[src/rtl/k_conv_scan_ctrl_if.sv]
// rtl/k_conv_scan_ctrl_if.sv - pixel handshake, line-buffer and window bundle for k_conv_scan_ctrl
interface k_conv_scan_ctrl_if #(
    parameter int COL_W = 8,
    parameter int ROW_W = 8
);
    logic             start;
    logic             enable;
    logic             pix_valid;
    logic             pix_ready;
    logic             lb_wr_en;
    logic [COL_W-1:0] lb_wr_addr;
    logic [1:0]       lb_wr_line;
    logic             win_valid;
    logic [COL_W-1:0] cen_col;
    logic [ROW_W-1:0] cen_row;
    logic [3:0]       border;
    logic             busy;
    logic             done;

    modport master (
        output start, enable, pix_valid,
        input  pix_ready, lb_wr_en, lb_wr_addr, lb_wr_line, win_valid,
               cen_col, cen_row, border, busy, done
    );

    modport slave (
        input  start, enable, pix_valid,
        output pix_ready, lb_wr_en, lb_wr_addr, lb_wr_line, win_valid,
               cen_col, cen_row, border, busy, done
    );
endinterface

[src/rtl/k_conv_scan_ctrl.sv]
// rtl/k_conv_scan_ctrl.sv - 3x3 conv frame scan controller; ZERO_PAD_EN selects padded windows
module k_conv_scan_ctrl #(
    parameter int WIDTH  = 240,
    parameter int HEIGHT = 240,
    parameter int COL_W  = 8,
    parameter int ROW_W  = 8
) (
    input logic clk,
    input logic rst,
    k_conv_scan_ctrl_if.slave bus
);
    localparam int LIN_W = $clog2(WIDTH * HEIGHT + 1);
    localparam logic [COL_W-1:0] COL_LAST = COL_W'(WIDTH - 1);
    localparam logic [ROW_W-1:0] ROW_LAST = ROW_W'(HEIGHT - 1);

    typedef enum logic [2:0] {S_IDLE, S_FILL, S_RUN, S_FLUSH, S_DONE} state_t;

    state_t           state_q, state_d;
    logic [COL_W-1:0] in_col_q, in_col_d;
    logic [ROW_W-1:0] in_row_q, in_row_d;
    logic [1:0]       bank_q, bank_d;
    logic [LIN_W-1:0] lin_q, lin_d;
    logic [COL_W-1:0] cen_col_q, cen_col_d;
    logic [ROW_W-1:0] cen_row_q, cen_row_d;
    logic             busy_q, busy_d;
    logic             done_q, done_d;

    logic             pix_ready;
    logic             accept;
    logic             last_in;
    logic             go_done;
    logic             win_valid;
    logic [COL_W-1:0] cen_col_nx;
    logic [ROW_W-1:0] cen_row_nx;

    assign pix_ready = bus.enable && (state_q == S_FILL || state_q == S_RUN);
    assign accept    = bus.pix_valid && pix_ready;
    assign last_in   = (in_col_q == COL_LAST) && (in_row_q == ROW_LAST);

    assign cen_col_nx = (cen_col_q == COL_LAST) ? '0 : cen_col_q + COL_W'(1);
    assign cen_row_nx = (cen_col_q == COL_LAST) ? cen_row_q + ROW_W'(1) : cen_row_q;

`ifdef ZERO_PAD_EN
    logic cen_last;
    assign cen_last  = (cen_col_q == COL_LAST) && (cen_row_q == ROW_LAST);
    assign win_valid = (accept && state_q == S_RUN) || (state_q == S_FLUSH && bus.enable);
    assign bus.border = win_valid ? {cen_row_q == '0, cen_row_q == ROW_LAST,
                                     cen_col_q == '0, cen_col_q == COL_LAST} : 4'b0000;
`else
    localparam logic [COL_W-1:0] COL_HI = COL_W'(WIDTH - 2);
    localparam logic [ROW_W-1:0] ROW_HI = ROW_W'(HEIGHT - 2);
    assign win_valid = accept && state_q == S_RUN
                       && cen_col_q >= COL_W'(1) && cen_col_q <= COL_HI
                       && cen_row_q >= ROW_W'(1) && cen_row_q <= ROW_HI;
    assign bus.border = 4'b0000;
`endif

    // start is honoured in IDLE and DONE always returns to IDLE, even while stalled,
    // so a start pulse is never lost and done stays a single-cycle pulse.
    always_comb begin
        state_d   = state_q;
        in_col_d  = in_col_q;
        in_row_d  = in_row_q;
        bank_d    = bank_q;
        lin_d     = lin_q;
        cen_col_d = cen_col_q;
        cen_row_d = cen_row_q;
        busy_d    = busy_q;
        done_d    = 1'b0;
        go_done   = 1'b0;
        case (state_q)
            S_IDLE: begin
                if (bus.start) begin
                    state_d = S_FILL;
                    busy_d  = 1'b1;
                end
            end
            S_FILL, S_RUN: begin
                if (accept) begin
                    lin_d = lin_q + LIN_W'(1);
                    if (in_col_q == COL_LAST) begin
                        in_col_d = '0;
                        in_row_d = in_row_q + ROW_W'(1);
                        bank_d   = (bank_q == 2'd2) ? 2'd0 : bank_q + 2'd1;
                    end else begin
                        in_col_d = in_col_q + COL_W'(1);
                    end
                    if (state_q == S_FILL && lin_q == LIN_W'(WIDTH)) begin
                        state_d = S_RUN;
                    end
                    if (state_q == S_RUN) begin
                        cen_col_d = cen_col_nx;
                        cen_row_d = cen_row_nx;
                    end
                    if (last_in) begin
`ifdef ZERO_PAD_EN
                        state_d  = S_FLUSH;
                        in_col_d = '0;
                        in_row_d = '0;
                        bank_d   = '0;
                        lin_d    = '0;
`else
                        go_done  = 1'b1;
`endif
                    end
                end
            end
            S_FLUSH: begin
                if (bus.enable) begin
`ifdef ZERO_PAD_EN
                    if (cen_last) begin
                        go_done = 1'b1;
                    end else begin
                        cen_col_d = cen_col_nx;
                        cen_row_d = cen_row_nx;
                    end
`else
                    go_done = 1'b1;
`endif
                end
            end
            S_DONE: begin
                state_d = S_IDLE;
                busy_d  = 1'b0;
            end
            default: state_d = S_IDLE;
        endcase
        if (go_done) begin
            state_d   = S_DONE;
            done_d    = 1'b1;
            in_col_d  = '0;
            in_row_d  = '0;
            bank_d    = '0;
            lin_d     = '0;
            cen_col_d = '0;
            cen_row_d = '0;
        end
    end

    always_ff @(posedge clk) begin
        if (rst) begin
            state_q   <= S_IDLE;
            in_col_q  <= '0;
            in_row_q  <= '0;
            bank_q    <= '0;
            lin_q     <= '0;
            cen_col_q <= '0;
            cen_row_q <= '0;
            busy_q    <= 1'b0;
            done_q    <= 1'b0;
        end else begin
            state_q   <= state_d;
            in_col_q  <= in_col_d;
            in_row_q  <= in_row_d;
            bank_q    <= bank_d;
            lin_q     <= lin_d;
            cen_col_q <= cen_col_d;
            cen_row_q <= cen_row_d;
            busy_q    <= busy_d;
            done_q    <= done_d;
        end
    end

    assign bus.pix_ready  = pix_ready;
    assign bus.lb_wr_en   = accept;
    assign bus.lb_wr_addr = in_col_q;
    assign bus.lb_wr_line = bank_q;
    assign bus.win_valid  = win_valid;
    assign bus.cen_col    = cen_col_q;
    assign bus.cen_row    = cen_row_q;
    assign bus.busy       = busy_q;
    assign bus.done       = done_q;
endmodule
[src/flat_wrapper.sv]
// flat-port wrapper written by rule: the top's interface ports become plain ports
module k_conv_scan_ctrl_flat 
#(
    parameter int WIDTH  = 240,
    parameter int HEIGHT = 240,
    parameter int COL_W  = 8,
    parameter int ROW_W  = 8
)
  (clk, rst, bus_start, bus_enable, bus_pix_valid, bus_pix_ready, bus_lb_wr_en, bus_lb_wr_addr, bus_lb_wr_line, bus_win_valid, bus_cen_col, bus_cen_row, bus_border, bus_busy, bus_done);
  k_conv_scan_ctrl_if #(.COL_W(COL_W), .ROW_W(ROW_W)) bus_i ();
  input logic clk;
  input logic rst;
  input wire logic [$bits(bus_i.start)-1:0] bus_start;
  input wire logic [$bits(bus_i.enable)-1:0] bus_enable;
  input wire logic [$bits(bus_i.pix_valid)-1:0] bus_pix_valid;
  output wire logic [$bits(bus_i.pix_ready)-1:0] bus_pix_ready;
  output wire logic [$bits(bus_i.lb_wr_en)-1:0] bus_lb_wr_en;
  output wire logic [$bits(bus_i.lb_wr_addr)-1:0] bus_lb_wr_addr;
  output wire logic [$bits(bus_i.lb_wr_line)-1:0] bus_lb_wr_line;
  output wire logic [$bits(bus_i.win_valid)-1:0] bus_win_valid;
  output wire logic [$bits(bus_i.cen_col)-1:0] bus_cen_col;
  output wire logic [$bits(bus_i.cen_row)-1:0] bus_cen_row;
  output wire logic [$bits(bus_i.border)-1:0] bus_border;
  output wire logic [$bits(bus_i.busy)-1:0] bus_busy;
  output wire logic [$bits(bus_i.done)-1:0] bus_done;
  assign bus_i.start = bus_start;
  assign bus_i.enable = bus_enable;
  assign bus_i.pix_valid = bus_pix_valid;
  assign bus_pix_ready = bus_i.pix_ready;
  assign bus_lb_wr_en = bus_i.lb_wr_en;
  assign bus_lb_wr_addr = bus_i.lb_wr_addr;
  assign bus_lb_wr_line = bus_i.lb_wr_line;
  assign bus_win_valid = bus_i.win_valid;
  assign bus_cen_col = bus_i.cen_col;
  assign bus_cen_row = bus_i.cen_row;
  assign bus_border = bus_i.border;
  assign bus_busy = bus_i.busy;
  assign bus_done = bus_i.done;
  k_conv_scan_ctrl #(.WIDTH(WIDTH), .HEIGHT(HEIGHT), .COL_W(COL_W), .ROW_W(ROW_W)) u_core (.clk(clk), .rst(rst), .bus(bus_i));
endmodule
[config.mk]
export PLATFORM = sky130hd
export DESIGN_NAME = k_conv_scan_ctrl_flat
export DESIGN_NICKNAME = d
export VERILOG_FILES = /design/src/rtl/k_conv_scan_ctrl_if.sv /design/src/rtl/k_conv_scan_ctrl.sv /design/src/flat_wrapper.sv
export SDC_FILE = /design/constraint.sdc
export NUM_CORES = 1
export LEC_CHECK = 0
export ABC_AREA = 1
export CAP_MARGIN = 15
export CELL_PAD_IN_SITES_DETAIL_PLACEMENT = 0
export CELL_PAD_IN_SITES_GLOBAL_PLACEMENT = 1
export CORE_AREA = 8 8 130 96
export DETAILED_ROUTE_END_ITERATION = 8
export DIE_AREA = 0 0 138 104
export PLACE_DENSITY_LB_ADDON = 0.1
export SLEW_MARGIN = 20
export SYNTH_ARGS = -nofsm -noshare
export SYNTH_HDL_FRONTEND = slang
export SYNTH_SLANG_ARGS = --single-unit
[constraint.sdc]
create_clock -name clk -period 2.6 [get_ports clk]
set_input_delay 0.52 -clock clk [delete_from_list [all_inputs] [get_ports clk]]
set_output_delay 0.52 -clock clk [all_outputs]
set_load 0.01 [all_outputs]
## After elaboration in Yosys (flattened, before gate mapping)

Cells that the tools add are included.

| cells by class | value |
|---|---|
| reduce and logical (&&, ||, !) cells | 21 |
| equality and inequality tests | 16 |
| div/mod/pow operators | 0 |
| multiplexer cells | 15 |
| multiply operators | 0 |
| bitwise gates (word level) | 1 |
| shifts and indexed selects | 0 |
| magnitude comparators | 4 |
| add/subtract/negate cells | 6 |

Operator list:

| operator | number |
|---|---|
| $add A8 B1 Y8 const B | 4 |
| $eq A8 B8 Y1 const B | 3 |
| $add A16 B1 Y16 const B | 1 |
| $eq A16 B8 Y1 const B | 1 |
| $ge A8 B1 Y1 const B | 2 |
| $le A8 B8 Y1 const B | 2 |
| $mux W8 | 2 |
| $mux W3 | 4 |
| $reduce_and A4 Y1 | 3 |
| $logic_and A1 B1 Y1 | 9 |
| $pmux W3 S3 | 1 |
| $eq A3 B2 Y1 const B | 2 |
| $ne A2 B1 Y1 const B | 3 |
| $ne A3 B1 Y1 const B | 2 |
| $reduce_and A3 Y1 | 2 |
| $mux W1 | 5 |
| $pmux W1 S2 | 2 |
| $reduce_and A2 Y1 | 2 |
| $reduce_or A2 Y1 | 2 |
| $eq A3 B1 Y1 const B | 1 |
| $eq A3 B3 Y1 const B | 1 |
| $logic_not A3 Y1 | 1 |
| $ne A3 B2 Y1 const B | 1 |
| $add A2 B1 Y2 const B | 1 |
| other kinds (6) | 6 |

| storage, ports and cells | value |
|---|---|
| memory bits (writable) | 0 |
| bits of input ports | 5 |
| logic and storage cells | 73 |
| bits in latches | 0 |
| flip-flop bits (word level) | 55 |
| output and inout port bits | 35 |
| ROM bits | 0 |
| memories kept | 0 |

## Logic depth before layout (Yosys ltp)

| logic depth | value |
|---|---|
| word-level depth | 9 |
| gate-level depth with buffers | 10 |
| mapped depth without buffers | 10 |

## Worst setup path after synthesis

No wires, ideal clock.

| path | value |
|---|---|
| path kind | reg2out |
| start point | register u_core.cen_col_q[0] (netlist: u_core.bus.cen_col[0]) |
| end point | output bus_win_valid |
| setup slack | 0.906 ns |
| path buffers | 0 |
| cell stages (with the launch flop) | 7 |
| data required time | 2.080 ns |
| arrival time | 1.174 ns |
| cells stage by stage | dfxtp_1 > inv_1 > ha_1 > nor3_1 > o211ai_1 > nand3_1 > nor2_1 |

| between the ends | value |
|---|---|
| longest elaborated chain between the ends | 5 |
| elaborated cells on any way between the ends | 6 |
| classes of those cells | order compare (2); reduce/logical (4) |

RTL lines:

| element | line | text |
|---|---|---|
| start, declared | k_conv_scan_ctrl.sv:23 | `logic [COL_W-1:0] cen_col_q, cen_col_d;` |
| start signal, assigned | k_conv_scan_ctrl.sv:157 | `cen_col_q <= cen_col_d;` |
| $ge A8 B1 Y1 | k_conv_scan_ctrl.sv:53 | `&& cen_col_q >= COL_W'(1) && cen_col_q <= COL_HI` |
| $logic_and A1 B1 Y1 | k_conv_scan_ctrl.sv:53 |  |
| $logic_and A1 B1 Y1 * | k_conv_scan_ctrl.sv:53 |  |
| $logic_and A1 B1 Y1 * (2 in a row) | k_conv_scan_ctrl.sv:54 | `&& cen_row_q >= ROW_W'(1) && cen_row_q <= ROW_HI;` |
| end, declared | flat_wrapper.sv:20 | `output wire logic [$bits(bus_i.win_valid)-1:0] bus_win_valid;` |

Mark *: on every way between the ends. The rest lies on a longest branch, timed or not.

## Worst setup path after layout

| path | value |
|---|---|
| start point | input bus_enable |
| end point | output bus_lb_wr_en |

| between the ends | value |
|---|---|
| longest elaborated chain between the ends | 2 |

RTL lines:

| element | line | text |
|---|---|---|
| start, declared | flat_wrapper.sv:14 | `input wire logic [$bits(bus_i.enable)-1:0] bus_enable;` |
| $logic_and A1 B1 Y1 | k_conv_scan_ctrl.sv:36 | `assign pix_ready = bus.enable && (state_q == S_FILL \|\| state_q == S_RUN);` |
| $logic_and A1 B1 Y1 | k_conv_scan_ctrl.sv:37 | `assign accept = bus.pix_valid && pix_ready;` |
| end, declared | flat_wrapper.sv:17 | `output wire logic [$bits(bus_i.lb_wr_en)-1:0] bus_lb_wr_en;` |

No other way between the ends.

==> results.md <==
* Fillers at 1,146
* GRT Util Overall at 12.26%
* CTS Sinks at 55
* Grt ovf at 0
* CTS tree: done
* Drt wl/cell at 13.28 µm
* Clock Latency Late Sink at 0.30 ns
* Vias in the first global route at 2,848
* Worst-Margin Slew at 0.4937 ns
* Pin count of the biggest net entering global routing at 31
* Final nets at 543
* I/O Pins at 40
* First-pass GRT wire length at 14,590 µm
* Row cnt at 32
* Seq/Total Area, Yosys at 32.86%
* Iter 0 DRT Violations at 115
* Clk slew on worst S/H paths at 0.07 ns
* Fin crit period at 2.423 ns
* Outcome: finished, final reports clean
* Worst setup EP type: output pin
* ANT nets after route at 0
* Initial Utilization at 31.70%
* Yosys reg bits at 55
* Drc violations at 0
* Largest buffer count on any clock path at 2
* TritonRoute pass-1 iters at 4
* Clock skew at 0.01016 ns
* CTS Buf Count at 5
* N_diodes at 0
* Crit Path Max Fanout at 3
* Hold crit path type: flip-flop to flip-flop
* Maxcap violations at 0
* Fmax at 412.7 MHz
* Register area at 1104 µm²
* Cell Pwr Density at 537.5 nW/µm²
* Critical Path AT at 1.90 ns
* Setup TNS at 0 ns
* Setup ws final at 0.1771 ns
* Count of buffers from port buffering at 35
* Die area at 14,350 µm²
* Final slew viol count at 0
* Period utilization at 93.19%
* Share of cells above drive strength 1 at 9.677%
* Peak supply drop at 0.3468 mV
* Root buf cell: clkbuf_16
* Req. time, crit path at 2.08 ns
* Crit path kind: primary input to output pin
* Endpoints failing hold at 0
* # Post-CTS Setup Buffers at 0
* Initial antenna violation count at 0
* Synth-to-Final Area Change at 20.69%
* Final RePlAce weighted congestion at 0.8431
* Max incr delay on CP at 0.53 ns
* Vias at 3,002
* Netlist cell types at 35
* Post-Syn Instances at 485
* H-tree depth at 2
* RSZ-0062 raised after global routing: no
* Cell mode on critical path: clkdlybuf4s50_1
* Die height at 104 µm
* Via density at 4.528
* Pleak at 0.001627 µW
* Slew HR at 66.83%
* CP Cell Sequence: clkdlybuf4s50_1 > buf_4 > nand3_4 > inv_4 > clkdlybuf4s50_1
* Crit path max-delay cell type: clkdlybuf4s50_1
* Worst setup SP type: primary input
* Synth Cell Area at 3351 µm²
* Syn Area/Cell at 6.909 µm²
* Core region area at 10,570 µm²
* Final setup vio count at 0
* Die width at 138 µm
* Area of the multi-input gates at 1893 µm²
* Detailed placement HPWL at 6528 µm
* Syn. warnings at 0
* Place WS at 0.03870 ns
* Drt total wl at 8806 µm
per-stage QoR:
stage | hold slack (ns) | cells | power [µW] | utilization [%] | instance area (µm²)
6_report | 0.4918 | 663 | 2174 | 38.26 | 4044
5_1_grt | 0.5107 | 663 | 2298 | 38.26 | 4044
4_1_cts | 0.4942 | 663 | 2206 | 38.21 | 4039
3_5_place_dp | 0.4844 | 655 | 1393 | 36.56 | 3865
3_3_place_gp | 0.4752 | 655 | 1394 | 36.56 | 3865
2_1_floorplan | 0.4558 | 488 | 1260 | - | 3362
cell usage after synthesis, drive strengths merged:
| master | number | area (µm²) |
|---|---|---|
| xnor2 | 9 | 78.83 |
| buf | 15 | 128.9 |
| nor4 | 2 | 12.51 |
| o31ai | 1 | 7.510 |
| clkbuf | 1 | 3.750 |
| xor2 | 15 | 131.4 |
| a211oi | 1 | 7.510 |
| nand3 | 40 | 242.7 |
| dfxtp | 55 | 1101 |
| nand3b | 4 | 42.54 |
| nand4 | 13 | 81.33 |
| nand2 | 129 | 506.7 |
| o211ai | 1 | 7.510 |
| a21oi | 49 | 264.0 |
| conb | 1 | 3.750 |
| o21ai | 7 | 35.03 |
| ha | 12 | 150.1 |
| nor3 | 13 | 86.34 |
| nor2 | 55 | 224.0 |
| inv | 62 | 235.2 |
kinds of logic (layout without fill, tap and decap cells):
| group | Yosys count | in the layout | share of synthesized area [%] |
|---|---|---|---|
| adder cells (fa/ha/maj) | 12 | 12 | 4.481 |
| buffers and inverters | 78 | 117 | 10.98 |
| AND/OR/NAND/NOR | 256 | 256 | 35.70 |
| XOR/XNOR | 24 | 24 | 6.274 |
| AO/OA/AOI/OAI | 59 | 59 | 9.597 |
| other | 1 | 4 | 0.1119 |
| flip-flops | 55 | 55 | 32.86 |
registers in the layout, summed over array words and instances (netlist names):
signal,count
u_core.state_q,3
u_core.lin_q,16
u_core.bus.cen_col,8
u_core.bus.lb_wr_line,2
u_core.bus.lb_wr_addr,8
u_core.bus.cen_row,8
u_core.bus.busy,1
u_core.bus.done,1
u_core.in_row_q,8
critical path, delay by kind of cell:
kind	cells	cell delay, ns
buffers and inverters	4	1.27
AND/OR/NAND/NOR	1	0.10
final timing paths:
kind                                               from                         endpoint  slack (ns)  cells after the start
setup reg to reg  u_core.bus.lb_wr_addr[0]$_SDFFE_PP0P_     u_core.lin_q[7]$_SDFFE_PP0P_        0.68                      9
hold / removal          u_core.in_row_q[6]$_SDFFE_PP0P_  u_core.in_row_q[6]$_SDFFE_PP0P_        0.49                      2
hold reg to reg         u_core.in_row_q[6]$_SDFFE_PP0P_  u_core.in_row_q[6]$_SDFFE_PP0P_        0.49                      2
setup / recovery                             bus_enable                     bus_lb_wr_en        0.18                      5
layer usage:
layer,GRT usage (%),vias up,part of all wire (%)
met5,0,-,0
met4,3.480,0,1.1
met3,3.376,7,4.4
met2,16.94,42,38
met1,17.83,1322,56
li1,-,1631,-
where the power goes:
part | switching, µW | internal [µW]
combinational | 294 | 162
clock | 324 | 480
sequential | 41.7 | 872
total | 659 | 1510
repair_timing:
action | CTS | global route
hold buffers | 0 | 0
setup endpoints to repair | 0 | 1
resized for setup | 0 | 3
placed cells by master (no fill, tap or decap), drive strengths merged:
master / instances
nand3: 40
inv: 62
o21ai: 7
dlymetal6s2s: 1
nand3b: 4
nor3: 13
nand4: 13
nor4: 2
a21oi: 49
xor2: 15
clkdlybuf4s50: 34
a211oi: 1
dfxtp: 55
xnor2: 9
nand2: 129
o211ai: 1
clkinv: 1
buf: 12
o31ai: 1
clkbuf: 6
conb: 4
ha: 12
nor2: 55
bufinv: 1
final cells by class:
type	instances	area share, %
inverters	62	5.817
well taps	136	4.208
clock buffers	6	3.434
flip-flops and latches	55	27.29
repair buffers	47	11.57
clock inverters	2	0.8663
multi-input cells	355	46.81
Note: power is estimated with default switching activity, not from simulation.
